### src/rtl/jzjpcc_hazard_controller.sv
// jzjpcc_hazard_controller
// Decode/execute boundary sequencer for the pipelined core. Each cycle it
// decides whether fetch/decode advance, stall for a load-use hazard, or get
// flushed after a taken branch. It also registers the operand forwarding
// selects for the instruction entering execute and keeps saturating
// stall/flush performance counters.
module jzjpcc_hazard_controller #(
    parameter int PC_MAX_B      = 31,
    parameter int BRANCH_SHADOW = 1,
    parameter int PERF_W        = 16
) (
    input  logic                clock,
    input  logic                reset,
    input  logic [4:0]          decodeRs1Addr,
    input  logic [4:0]          decodeRs2Addr,
    input  logic                decodeRs1Used,
    input  logic                decodeRs2Used,
    input  logic [4:0]          exRdAddr,
    input  logic                exRdWriteEnable,
    input  logic                exIsLoad,
    input  logic [4:0]          memRdAddr,
    input  logic                memRdWriteEnable,
    input  logic                branchTaken,
    input  logic [PC_MAX_B:2]   branchTarget,
    output logic                pcStall,
    output logic                pcLoad,
    output logic [PC_MAX_B:2]   pcNext,
    output logic                decodeStall,
    output logic                decodeFlush,
    output logic                executeFlush,
    output logic [1:0]          forwardRs1Sel,
    output logic [1:0]          forwardRs2Sel,
    output logic [PERF_W-1:0]   stallCount,
    output logic [PERF_W-1:0]   flushCount
);

    typedef enum logic {
        RUN   = 1'b0,
        FLUSH = 1'b1
    } state_t;

    localparam logic [1:0]        SHADOW_INIT = 2'(BRANCH_SHADOW - 1);
    localparam logic [PERF_W-1:0] PERF_ONE    = {{(PERF_W-1){1'b0}}, 1'b1};
    localparam logic [PERF_W-1:0] PERF_MAX    = {PERF_W{1'b1}};

    localparam logic [1:0] SEL_REGFILE = 2'd0;
    localparam logic [1:0] SEL_MEM     = 2'd1;
    localparam logic [1:0] SEL_WB      = 2'd2;

    state_t              r_state;
    state_t              w_nextState;
    logic [1:0]          r_shadowCnt;
    logic [1:0]          w_nextShadowCnt;
    logic [1:0]          r_fwdRs1Sel;
    logic [1:0]          r_fwdRs2Sel;
    logic [PERF_W-1:0]   r_stallCount;
    logic [PERF_W-1:0]   r_flushCount;

    logic                w_hazRs1;
    logic                w_hazRs2;
    logic                w_loadUse;
    logic                w_advance;
    logic                w_stallEdge;
    logic                w_branchEdge;
    logic [1:0]          w_fwdRs1Sel;
    logic [1:0]          w_fwdRs2Sel;

    // Youngest producer wins: execute result beats memory result; x0 never forwards.
    function automatic logic [1:0] forwardSelect(
        input logic       used,
        input logic [4:0] rsAddr,
        input logic       exWe,
        input logic [4:0] exRd,
        input logic       memWe,
        input logic [4:0] memRd
    );
        logic [1:0] sel;
        sel = SEL_REGFILE;
        if (used && (rsAddr != 5'd0)) begin
            if (exWe && (exRd == rsAddr)) begin
                sel = SEL_MEM;
            end else if (memWe && (memRd == rsAddr)) begin
                sel = SEL_WB;
            end
        end
        return sel;
    endfunction

    // Hazard detection and forward-select candidates for the decode instruction.
    always_comb begin
        w_hazRs1 = decodeRs1Used && (decodeRs1Addr != 5'd0) && exRdWriteEnable
                   && exIsLoad && (exRdAddr == decodeRs1Addr);
        w_hazRs2 = decodeRs2Used && (decodeRs2Addr != 5'd0) && exRdWriteEnable
                   && exIsLoad && (exRdAddr == decodeRs2Addr);
        w_loadUse = w_hazRs1 | w_hazRs2;
        w_fwdRs1Sel = forwardSelect(decodeRs1Used, decodeRs1Addr, exRdWriteEnable,
                                    exRdAddr, memRdWriteEnable, memRdAddr);
        w_fwdRs2Sel = forwardSelect(decodeRs2Used, decodeRs2Addr, exRdWriteEnable,
                                    exRdAddr, memRdWriteEnable, memRdAddr);
    end

    // Next-state and control outputs; a taken branch outranks a load-use stall.
    always_comb begin
        w_nextState     = r_state;
        w_nextShadowCnt = r_shadowCnt;
        pcStall         = 1'b0;
        pcLoad          = 1'b0;
        decodeStall     = 1'b0;
        decodeFlush     = 1'b0;
        executeFlush    = 1'b0;
        w_advance       = 1'b0;
        w_stallEdge     = 1'b0;
        w_branchEdge    = 1'b0;
        case (r_state)
            RUN: begin
                if (branchTaken) begin
                    pcLoad       = 1'b1;
                    decodeFlush  = 1'b1;
                    executeFlush = 1'b1;
                    w_branchEdge = 1'b1;
                    if (BRANCH_SHADOW > 1) begin
                        w_nextState     = FLUSH;
                        w_nextShadowCnt = SHADOW_INIT;
                    end
                end else if (w_loadUse) begin
                    pcStall      = 1'b1;
                    decodeStall  = 1'b1;
                    executeFlush = 1'b1;
                    w_stallEdge  = 1'b1;
                end else begin
                    w_advance = 1'b1;
                end
            end
            FLUSH: begin
                decodeFlush     = 1'b1;
                executeFlush    = 1'b1;
                w_nextShadowCnt = r_shadowCnt - 2'd1;
                if (r_shadowCnt <= 2'd1) begin
                    w_nextState = RUN;
                end
            end
            default: begin
                w_nextState = RUN;
            end
        endcase
    end

    // State, forward selects and saturating perf counters.
    always_ff @(posedge clock) begin
        if (reset) begin
            r_state      <= RUN;
            r_shadowCnt  <= 2'd0;
            r_fwdRs1Sel  <= SEL_REGFILE;
            r_fwdRs2Sel  <= SEL_REGFILE;
            r_stallCount <= '0;
            r_flushCount <= '0;
        end else begin
            r_state     <= w_nextState;
            r_shadowCnt <= w_nextShadowCnt;
            if (w_advance) begin
                r_fwdRs1Sel <= w_fwdRs1Sel;
                r_fwdRs2Sel <= w_fwdRs2Sel;
            end else if (!w_stallEdge) begin
                r_fwdRs1Sel <= SEL_REGFILE;
                r_fwdRs2Sel <= SEL_REGFILE;
            end
            if (w_stallEdge && (r_stallCount != PERF_MAX)) begin
                r_stallCount <= r_stallCount + PERF_ONE;
            end
            if (w_branchEdge && (r_flushCount != PERF_MAX)) begin
                r_flushCount <= r_flushCount + PERF_ONE;
            end
        end
    end

    assign pcNext        = branchTarget;
    assign forwardRs1Sel = r_fwdRs1Sel;
    assign forwardRs2Sel = r_fwdRs2Sel;
    assign stallCount    = r_stallCount;
    assign flushCount    = r_flushCount;

endmodule

### config.mk
export PLATFORM = sky130hd
export DESIGN_NAME = jzjpcc_hazard_controller
export DESIGN_NICKNAME = d
export VERILOG_FILES = /design/src/rtl/jzjpcc_hazard_controller.sv
export SDC_FILE = /design/constraint.sdc
export NUM_CORES = 1
export LEC_CHECK = 0
export CORE_ASPECT_RATIO = 1.2
export CORE_MARGIN = 2
export CORE_UTILIZATION = 60
export CTS_BUF_LIST = sky130_fd_sc_hd__clkbuf_4 sky130_fd_sc_hd__clkbuf_8 sky130_fd_sc_hd__clkbuf_16
export DETAILED_ROUTE_END_ITERATION = 8
export DONT_BUFFER_PORTS = 1
export PLACE_DENSITY_LB_ADDON = 0.1
export SETUP_SLACK_MARGIN = 0.15
export SLEW_MARGIN = 0
export SYNTH_ARGS = -nofsm -noshare
export SYNTH_HDL_FRONTEND = slang
export SYNTH_SLANG_ARGS = --single-unit
### constraint.sdc
create_clock -name clock -period 4.2 [get_ports clock]
set_input_delay 0.42 -clock clock [delete_from_list [all_inputs] [get_ports clock]]
set_output_delay 0.42 -clock clock [all_outputs]
set_load 0.05 [all_outputs]
==> flow_metrics.py <==
metrics = {
    "critical_path": {
        "arrival_ns": 2.67,
        "cp_data_required_time_ns": 4.43,
        "r2r_cells": 5,
        "worst-setup-path-type": "reg -> reg",
        "critical_path.max_fanout": 7,
        "cp-end-kind": "register",
        "start_kind": "register",
    },
    "final_layout": {
        "instances_no_fill": 324,
        "post-route-util": 0.606,
        "fin_area_um2": 2390,
        "nets": 330,
        "drive_gt1_frac": 0.0778,
        "areaGrowthSynthToFinish_pct": -3.39,
        "n_antenna_cell": 0,
    },
    "floorplanning": {
        "io_pins": 129,
        "coreArea_um2": 3940,
        "rows": 25,
        "dieWidth_um": 62.6,
        "fp.dieArea_um2": 4650,
        "dieHeight_um": 74.3,
        "floorplan.initialDensity": 0.628,
    },
    "grt": {
        "grt_pass1_wl_um": 8030,
        "grt_max_degree": 46,
        "overflow": 0,
        "antenna_found_initial": 0,
        "first_global_vias": 1800,
        "grt_usage": 0.215,
    },
    "clock_network": {
        "htree_num_levels": 2,
        "cts_tree": "built",
        "cts_num_sinks": 39,
        "cts_root_buf": "clkbuf_8",
        "cts_inserted_buffers": 5,
        "cts_setup_buffers": 0,
        "clk_latency_ns": 0.29,
        "cts_buffer_depth": 2,
        "cts_hold_buf": 0,
        "cts.clk_slew.worst_paths_ns": 0.08,
        "ctsResizeCount": 0,
    },
    "run_status": {
        "status": "complete, no violations",
    },
    "worst_hold_path": {
        "hold_class": "in -> reg",
        "whs_path_depth": 1,
    },
    "place": {
        "port_buffers": 0,
        "place_area_um2": 2270,
        "dp.cells": 316,
        "dp_hpwl_um": 3750,
        "gpl.final_weighted_congestion": 0.827,
        "pre_cts_ws_ns": 1.72,
    },
    "synthesis": {
        "syn_area_um2": 2470,
        "syn-mean-instance-area_um2": 8.19,
        "synth-warning-count": 0,
        "syn_inst": 302,
        "ys_seq_elements": 39,
        "synth-main-ff-cell": "dfxtp_1",
        "synth_top_area_frac": 0.316,
        "yosysMostFrequentCell": "dfxtp_1",
        "ys_async_sr_fraction": 0,
        "seq_area_frac_synth": 0.316,
        "yosys-top-cells-count": "39 x dfxtp_1, 32 x buf_4, 32 x nor2_1",
        "yosys.area.top_type": "dfxtp_1",
        "synth_cell_types": 45,
        "synth_edf_count": 0,
        "synth_area_leaders": "dfxtp_1 32%, buf_4 9.7%, xnor2_1 5.7%",
        "syn_nets": 363,
    },
    "sta": {
        "rsz0062_at_grt": "false",
        "slew_headroom": 0.488,
        "setup_viol": 0,
        "period_share": 0.581,
        "min_period_ns": 2.44,
        "skew_ns": 0.00460,
        "hold_ws_ns": 0.188,
        "drv_slew": 0,
        "max_freq_mhz": 410,
        "setup-tns-final_ns": 0,
        "fin_ws_ns": 1.76,
        "tightest_slew_ns": 0.767,
        "hold_viol": 0,
    },
    "routing": {
        "postRouteAntennaNets": 0,
        "drc": 0,
        "drt-total-wl_um": 4980,
        "routed-via-count": 1939,
        "wl_per_cell_um": 15.4,
        "vias_per_cell": 5.98,
        "drt_first_pass_iters": 4,
        "drt-initial-drc-count": 83,
    },
    "power": {
        "power_uw": 751,
        "power_density_nw_per_um2": 314,
        "p_leak_nw": 0.799,
        "ir_worst_vdd_mv": 0.254,
    },
    "run": {
        "maxCapViolations": 0,
    },
}
## area by class of cell
type / count / area [um2]
Fill cell: 384 / 1550
Multi-Input combinational cell: 217 / 1390
Sequential cell: 39 / 781
Clock buffer: 6 / 82.6
Tap cell: 54 / 67.6
Clock inverter: 2 / 35.0
Timing Repair Buffer: 3 / 22.5
Inverter: 3 / 11.3
## worst max-delay path, stage by stage, from the launching register on
cell and delay, ns:
dfxtp_1 0.73, and4_1 0.35, nand3_1 0.20, or3b_1 0.48
or4_1 0.48, a21oi_1 0.14
## layer usage
layer | share of wire | vias up | global-route usage
met1 | 0.42 | 892 | 0.236
met2 | 0.48 | 64 | 0.369
met5 | 0 | - | 0
met4 | 0.029 | 0 | 0.101
li1 | - | 965 | -
met3 | 0.077 | 18 | 0.0893
## cell families (layout without fill, tap and decap cells)
family,count (synthesis),in the layout,synth area share
adder cells (fa/ha/maj),3,3,0.0152
flip-flops,39,39,0.316
AND/OR/NAND/NOR,140,140,0.305
buffers and inverters,46,14,0.123
multiplexers,9,9,0.0400
AO/OA/AOI/OAI,33,33,0.0880
XOR/XNOR,32,32,0.113
## layout by cell type, fill, tap and decap left out, types with 5 or more instances in the layout
cell type  synthesis  layout
a21oi_1           11      11
clkbuf_8           0       6
dfxtp_1           39      39
mux2_1             7       7
nand2_1           23      23
nand3_1           23      23
nand4_1            5       5
nor2_1            32      31
nor2b_1            8       8
nor3_1             8       8
nor4_1             9       9
o21ai_0            5       5
or4_1              6       6
xnor2_1           16      16
xor2_1            16      16
## state kept, by name (all words and copies together), names as in the netlist
name	flops
flushCount	16
forwardRs1Sel	2
forwardRs2Sel	2
r_shadowCnt	2
r_state	1
stallCount	16
## path summary, 6_finish.rpt
kind                                  to  slack [ns]                        start
max          stallCount[12]$_SDFFE_PP0P_        1.76   stallCount[2]$_SDFFE_PP0P_
min           flushCount[1]$_SDFFE_PP0P_        0.19                        reset
max reg2reg  stallCount[12]$_SDFFE_PP0P_        1.76   stallCount[2]$_SDFFE_PP0P_
min reg2reg           r_state$_SDFF_PP0_        0.46  r_shadowCnt[1]$_SDFFE_PP0P_
## report_power, final
| group | switching [mW] | internal (mW) | total (mW) |
|---|---|---|---|
| Sequential | 0.0100 | 0.372 | 0.382 |
| Combinational | 0.0261 | 0.0207 | 0.0469 |
| Clock | 0.131 | 0.192 | 0.323 |
| Total | 0.167 | 0.584 | 0.751 |
Note: power is estimated with default switching activity, not from simulation.
